**src/rtl/int_to_fp_converter_if.sv**
```systemverilog
// int_to_fp_converter_if: stream handshake and result bundle between integer source and converter.
interface int_to_fp_converter_if #(
  parameter int INT_W = 16,
  parameter int EXP_W = 4,
  parameter int SIG_W = 8
);
  logic                     in_valid;
  logic                     in_ready;
  logic [INT_W-1:0]         in_int;
  logic                     out_valid;
  logic                     out_ready;
  logic [EXP_W+SIG_W:0]     result;
  logic                     inexact;
  logic                     busy;
  modport master (output in_valid, in_int, out_ready, input in_ready, out_valid, result, inexact, busy);
  modport slave  (input in_valid, in_int, out_ready, output in_ready, out_valid, result, inexact, busy);
endinterface

```
**src/rtl/int_to_fp_converter.sv**
```systemverilog
// int_to_fp_converter: signed integer to {sign, exp, sig} operand, one normalizing right shift per cycle.
module int_to_fp_converter #(
  parameter int INT_W = 16,
  parameter int EXP_W = 4,
  parameter int SIG_W = 8
) (
  input  logic                 clk,
  input  logic                 rst_n,
  int_to_fp_converter_if.slave io
);
  typedef enum logic [1:0] {IDLE, NORM, DONE} state_t;
  state_t                state_q, state_d;
  logic                  sign_q, sign_d;
  logic [INT_W-1:0]      mag_q, mag_d;
  logic [EXP_W-1:0]      exp_q, exp_d;
  logic                  sticky_q, sticky_d;
  logic [EXP_W+SIG_W:0]  result_q, result_d;
  logic                  inexact_q, inexact_d;
  always_ff @(posedge clk or negedge rst_n) begin
    if (!rst_n) begin
      state_q   <= IDLE;
      sign_q    <= 1'b0;
      mag_q     <= '0;
      exp_q     <= '0;
      sticky_q  <= 1'b0;
      result_q  <= '0;
      inexact_q <= 1'b0;
    end else begin
      state_q   <= state_d;
      sign_q    <= sign_d;
      mag_q     <= mag_d;
      exp_q     <= exp_d;
      sticky_q  <= sticky_d;
      result_q  <= result_d;
      inexact_q <= inexact_d;
    end
  end
  always_comb begin
    state_d   = state_q;
    sign_d    = sign_q;
    mag_d     = mag_q;
    exp_d     = exp_q;
    sticky_d  = sticky_q;
    result_d  = result_q;
    inexact_d = inexact_q;
    case (state_q)
      IDLE: if (io.in_valid) begin
        sign_d   = io.in_int[INT_W-1];
        mag_d    = io.in_int[INT_W-1] ? -io.in_int : io.in_int;
        exp_d    = '0;
        sticky_d = 1'b0;
        state_d  = NORM;
      end
      NORM: if (|mag_q[INT_W-1:SIG_W]) begin
        mag_d    = mag_q >> 1;
        sticky_d = sticky_q | mag_q[0];
        exp_d    = exp_q + EXP_W'(1);
      end else begin
        result_d  = {sign_q, exp_q, mag_q[SIG_W-1:0]};
        inexact_d = sticky_q;
        state_d   = DONE;
      end
      DONE: state_d = io.out_ready ? IDLE : DONE;
      default: state_d = IDLE;
    endcase
  end
  assign io.in_ready  = state_q == IDLE;
  assign io.out_valid = state_q == DONE;
  assign io.busy      = state_q != IDLE;
  assign io.result    = result_q;
  assign io.inexact   = inexact_q;
endmodule

```
**src/flat_wrapper.sv**
```systemverilog
// flat-port wrapper written by rule: the top's interface ports become plain ports
module int_to_fp_converter_flat 
#(
  parameter int INT_W = 16,
  parameter int EXP_W = 4,
  parameter int SIG_W = 8
)
  (clk, rst_n, io_in_valid, io_in_int, io_out_ready, io_in_ready, io_out_valid, io_result, io_inexact, io_busy);
  int_to_fp_converter_if #(.INT_W(INT_W), .EXP_W(EXP_W), .SIG_W(SIG_W)) io_i ();
  input  logic clk;
  input  logic rst_n;
  input wire logic [$bits(io_i.in_valid)-1:0] io_in_valid;
  input wire logic [$bits(io_i.in_int)-1:0] io_in_int;
  input wire logic [$bits(io_i.out_ready)-1:0] io_out_ready;
  output wire logic [$bits(io_i.in_ready)-1:0] io_in_ready;
  output wire logic [$bits(io_i.out_valid)-1:0] io_out_valid;
  output wire logic [$bits(io_i.result)-1:0] io_result;
  output wire logic [$bits(io_i.inexact)-1:0] io_inexact;
  output wire logic [$bits(io_i.busy)-1:0] io_busy;
  assign io_i.in_valid = io_in_valid;
  assign io_i.in_int = io_in_int;
  assign io_i.out_ready = io_out_ready;
  assign io_in_ready = io_i.in_ready;
  assign io_out_valid = io_i.out_valid;
  assign io_result = io_i.result;
  assign io_inexact = io_i.inexact;
  assign io_busy = io_i.busy;
  int_to_fp_converter #(.INT_W(INT_W), .EXP_W(EXP_W), .SIG_W(SIG_W)) u_core (.clk(clk), .rst_n(rst_n), .io(io_i));
endmodule
```
**config.mk**
```make
export PLATFORM = sky130hd
export DESIGN_NAME = int_to_fp_converter_flat
export DESIGN_NICKNAME = d
export VERILOG_FILES = /design/src/rtl/int_to_fp_converter_if.sv /design/src/rtl/int_to_fp_converter.sv /design/src/flat_wrapper.sv
export SDC_FILE = /design/constraint.sdc
export NUM_CORES = 1
export LEC_CHECK = 0
export CORE_ASPECT_RATIO = 0.7
export CORE_MARGIN = 2
export CORE_UTILIZATION = 54
export CTS_CLUSTER_DIAMETER = 200
export DETAILED_ROUTE_END_ITERATION = 16
export DONT_BUFFER_PORTS = 1
export PLACE_DENSITY = 0.69
export SYNTH_ARGS = -nofsm -noshare
export SYNTH_HDL_FRONTEND = slang
export SYNTH_SLANG_ARGS = --single-unit
```
**constraint.sdc**
```tcl
create_clock -name clk -period 2.8 [get_ports clk]
set_input_delay 0.7 -clock clk [delete_from_list [all_inputs] [get_ports clk]]
set_output_delay 0.7 -clock clk [all_outputs]
set_load 0.05 [all_outputs]
```
Word-level counts from Yosys, hierarchy flattened
Index checks and enable logic that the tools add are counted.
- flip-flop bits (word level): 38
- bits of input ports: 20
- output and inout port bits: 17
- word-level logic and storage cells: 38
- add/subtract/negate cells: 2
- equality and inequality tests: 5
- muxes and demuxes: 14
- bitwise logic cells: 2
- reduce and logical (&&, ||, !) cells: 8
- operators by type and width (cell ; count):
    two-way mux 16 bit ; 3
    one-hot mux 16 bit (2 select lines) ; 1
    negation 16 bit ; 1
    two-way mux 4 bit ; 2
    one-hot mux 4 bit (2 select lines) ; 1
    OR reduction 8 bit ; 1
    two-way mux 2 bit ; 3
    one-hot mux 2 bit (3 select lines) ; 1
    AND reduction 2 bit ; 3
    adder 4 x 1 -> 4 bit (second input constant) ; 1
    inequality test 2 bit (second input constant) ; 2
    nonzero test 2 bit ; 2
    AND reduction 3 bit ; 1
    == test 2 x 1 -> 1 bit (second input constant) ; 1
    == test 2 bit (second input constant) ; 1
    logical NOT 2 bit ; 1
    two-way mux 1 bit ; 2
    inequality test 2 x 1 -> 1 bit (second input constant) ; 1
    one-hot mux 1 bit (2 select lines) ; 1
    inverter 1 bit ; 1
    OR 1 bit ; 1

Longest topological paths before layout
- word-level depth: 4
- mapped depth: 7

Worst setup path after synthesis
OpenSTA, ideal clock, no wires.
- path type: reg2out
- start: reg u_core.state_q[0]
- end: out io_busy
- arrival time: 1.563 ns
- required time: 2.100 ns
- setup slack: 0.537 ns
- stages on the path, launching flop included: 3
- path buffers: 0
- path through: dfrtp_1 > nor2_1 > inv_1
- word-level cells in the longest chain between the ends: 1
- RTL lines (item ; line ; RTL):
    start: declaration ; int_to_fp_converter.sv:12 ; state_t state_q, state_d;
    start signal: assignment ; int_to_fp_converter.sv:29 ; state_q <= state_d;
    nonzero test 2 bit ; int_to_fp_converter.sv:69 ; assign io.busy = state_q != IDLE;
    end: declaration ; flat_wrapper.sv:19 ; output wire logic [$bits(io_i.busy)-1:0] io_busy;
Every way passes these cells.

Final worst setup path
- start: reg u_core.mag_q[15]
- end: reg u_core.result_q[11] (netlist: u_core.io.result[11])
- word-level cells in the longest chain between the ends: 3
- RTL lines (item ; line ; RTL):
    start: declaration ; int_to_fp_converter.sv:14 ; logic [INT_W-1:0] mag_q, mag_d;
    start signal: assignment ; int_to_fp_converter.sv:31 ; mag_q <= mag_d;
    OR reduction 8 bit ; int_to_fp_converter.sv:54 ; NORM: if (|mag_q[INT_W-1:SIG_W]) begin
    inverter 1 bit (no line) ; -- ;
    AND reduction 2 bit (no line) ; -- ;
    end signal: assignment ; int_to_fp_converter.sv:34 ; result_q <= result_d;
    end: declaration ; int_to_fp_converter.sv:17 ; logic [EXP_W+SIG_W:0] result_q, result_d;
Every way passes these cells.
A chain may end at the register's enable or synchronous reset.

==> summary.md <==
| Metric | Value |
|---|---|
| Status | `completed` |
| Die H | `56.2 um` |
| CTS Buffer Depth | `2` |
| Ports | `37` |
| Initial Utilization | `0.579` |
| Distinct cells, synth | `44` |
| CTS HTree Levels | `2` |
| Largest net degree at the start of global routing | `39` |
| Reg2reg setup slack | `580 ps` |
| Post-CTS Setup Repair Bufs | `0` |
| Final Hold Vio Count | `0` |
| Kind of cell adding the most delay to the critical path | `simple AND/OR/NAND/NOR gates` |
| Peak Freq | `450 MHz` |
| Die W | `78.5 um` |
| Worst Tran Pin Value | `796 ps` |
| Vias per cell | `6.06` |
| Avg Cell Area, Syn | `10.0 um2` |
| Yosys warns | `0` |
| VDD IR max | `0.000636 V` |
| Delay of the slowest critical-path stage | `680 ps` |
| Worst setup EP type | `flip-flop` |
| Max Slew Vio Count | `0` |
| Cts repair resizes | `0` |
| Slew margin rel. | `0.469` |
| Drt first pass iters | `4` |
| CTS sink cnt | `38` |
| Commonest cells after routing, fill and taps aside | `dfrtp_1, nor2_1, o21ai_0, nand2_1, nand3_1` |
| GRT Total Usage | `0.206` |
| 1st-iter DRT viols | `103` |
| Insertion delay to the later sink of the worst-skew pair | `280 ps` |
| First-pass GRT wire length | `7120 um` |
| Final Instance Area | `2210 um2` |
| Die area | `4410 um2` |
| Core Footprint | `3630 um2` |
| Post-synth EDFFs | `0` |
| Leak | `0.964 nW` |
| CTS Root Cell | `clkbuf_8` |
| Register area | `951 um2` |
| TNS Setup | `0 ps` |
| Inserted Diodes | `0` |
| Max FO, Critical Path | `16` |
| WL/cell | `16.5 um` |
| Worst min path class | `input pin to async pin` |
| # setup viols final | `0` |
| GP Congestion | `0.767` |
| Clock slew at reported path FFs | `70 ps` |
| RSZ-0062 raised after global routing | `no` |
| Power density over cell area | `1160 nW/um2` |
| CP max stage cell | `or3_1` |
| Number of antenna violations at the first check in global routing | `0` |
| WP buf/inv | `0` |
| Cell Area, Synth | `2100 um2` |
| Area after DPL | `2130 um2` |
| Hold buffers post-CTS | `0` |
| Max cap viols | `0` |
| Dominant synthesized flop cell | `dfrtp_1` |
| Fill count | `306` |
| Period utilisation layout | `0.794` |
| Post-synthesis sequential area ratio | `0.453` |
| Post-route DRC | `0` |
| Final WL | `4240 um` |
| CTS Buf Count | `5` |
| Clock skew | `2.99 ps` |
| HPWL Detailed | `3130 um` |
| Via count | `1557` |
| Share of layout cells above drive strength 1 | `0.164` |
| CP required | `2970 ps` |
| CTS tree | `built` |
| ANT nets after route | `0` |
| Remaining global-route overflow | `0` |
| Post-Synthesis Cells | `209` |
| Port bufs | `0` |
| Critical-path cell list | `or4_1 -> or3_1 -> mux2_4` |
| #FFs+latches synth | `38` |
| # nets final | `229` |
| Vias in the first global route | `1539` |
| Area delta synth->final | `5.42%` |
| Commonest non-fill, non-tap cell in the layout | `dfrtp_1` |
| Arr. time, crit path | `2390 ps` |
| Startpoint types | `flip-flop` |
| Multi-input logic area | `1050 um2` |
| Num rows | `18` |
| Syn Nets | `231` |
| Kind of critical path | `flip-flop to flip-flop` |
| Asr flop ratio synth | `1.00` |
| Minimum clock period | `2220 ps` |
## per-layer routing
| layer | routed length [um] | GRT usage |
|---|---|---|
| met1 | 1990 | 0.271 |
| met2 | 2050 | 0.339 |
| met3 | 189 | 0.0601 |
| met4 | 23 | 0.0451 |
| met5 | 0 | 0 |
## report_power, final
part           internal, mW  leakage [nW]  total [mW]  switching [mW]
Sequential            0.800         0.474        1.32           0.521
Combinational         0.428         0.446       0.888           0.461
Clock                 0.167        0.0438       0.349           0.182
Total                  1.40         0.964        2.56            1.16
## cells in the mapped netlist, drive strengths merged (5+ instances only)
master,count,area share
dfrtp,38,0.45
mux2,16,0.098
o21ai,14,0.035
nor2,13,0.023
nand2,12,0.021
nand3,12,0.029
clkbuf,11,0.020
inv,8,0.014
mux2i,7,0.033
o31ai,7,0.025
a21oi,6,0.014
nand2b,6,0.018
or4,6,0.023
nor2b,5,0.015
nor3,5,0.012
xor2,5,0.021
## flip-flops by register name, summed over array words and instances (netlist names)
name	cells
u_core.mag_q	16
u_core.io.inexact	1
u_core.exp_q	4
u_core.state_q	2
u_core.io.result	13
u_core.sign_q	1
u_core.sticky_q	1
## worst register-to-register path, stage by stage (launching register included)
cell and delay, ps:
dfrtp_1 400, or4_1 610, or3_1 680, mux2_4 430
## logic make-up after synthesis
logic type,share of synthesized area
and+or+nand+nor,0.200
xor gates and xnor gates,0.0250
buffers and inverters,0.0489
AOI/OAI and AO/OA,0.130
muxes,0.132
adders and majority gates,0.0119
DFF,0.453
## per-stage QoR
stage | utilization | total power, mW | setup slack, ps | hold WS [ps] | instances
3_5_place_dp | 0.589 | 2.22 | 532 | 405 | 250
2_1_floorplan | - | 2.01 | 537 | 404 | 209
5_1_grt | 0.610 | 2.74 | 509 | 78.1 | 257
6_report | 0.610 | 2.56 | 577 | 103 | 257
4_1_cts | 0.610 | 2.58 | 580 | 94.4 | 257
3_3_place_gp | 0.589 | 2.18 | 565 | 405 | 250
## final timing paths
kind | end | from | cells past startpoint
setup / recovery | u_core.io.result[11]$_DFFE_PN0P_ | u_core.mag_q[15]$_DFFE_PN0P_ | 3
hold / removal | u_core.io.result[1]$_DFFE_PN0P_ | rst_n | 0
setup reg to reg | u_core.io.result[11]$_DFFE_PN0P_ | u_core.mag_q[15]$_DFFE_PN0P_ | 3
hold reg to reg | u_core.sticky_q$_DFFE_PN0P_ | u_core.sticky_q$_DFFE_PN0P_ | 1
max in group asynchronous | u_core.io.result[3]$_DFFE_PN0P_ | rst_n | 0
min in group clk | u_core.sticky_q$_DFFE_PN0P_ | u_core.sticky_q$_DFFE_PN0P_ | 1
## final cells by class
| class | instances | area share |
|---|---|---|
| flip-flops and latches | 38 | 0.430 |
| multi-input cells | 148 | 0.473 |
| well taps | 50 | 0.0283 |
| clock inverters | 2 | 0.00452 |
| inverters | 8 | 0.0136 |
| clock buffers | 5 | 0.0311 |
| repair buffers | 6 | 0.0204 |
(Power assumes the default switching activity.)
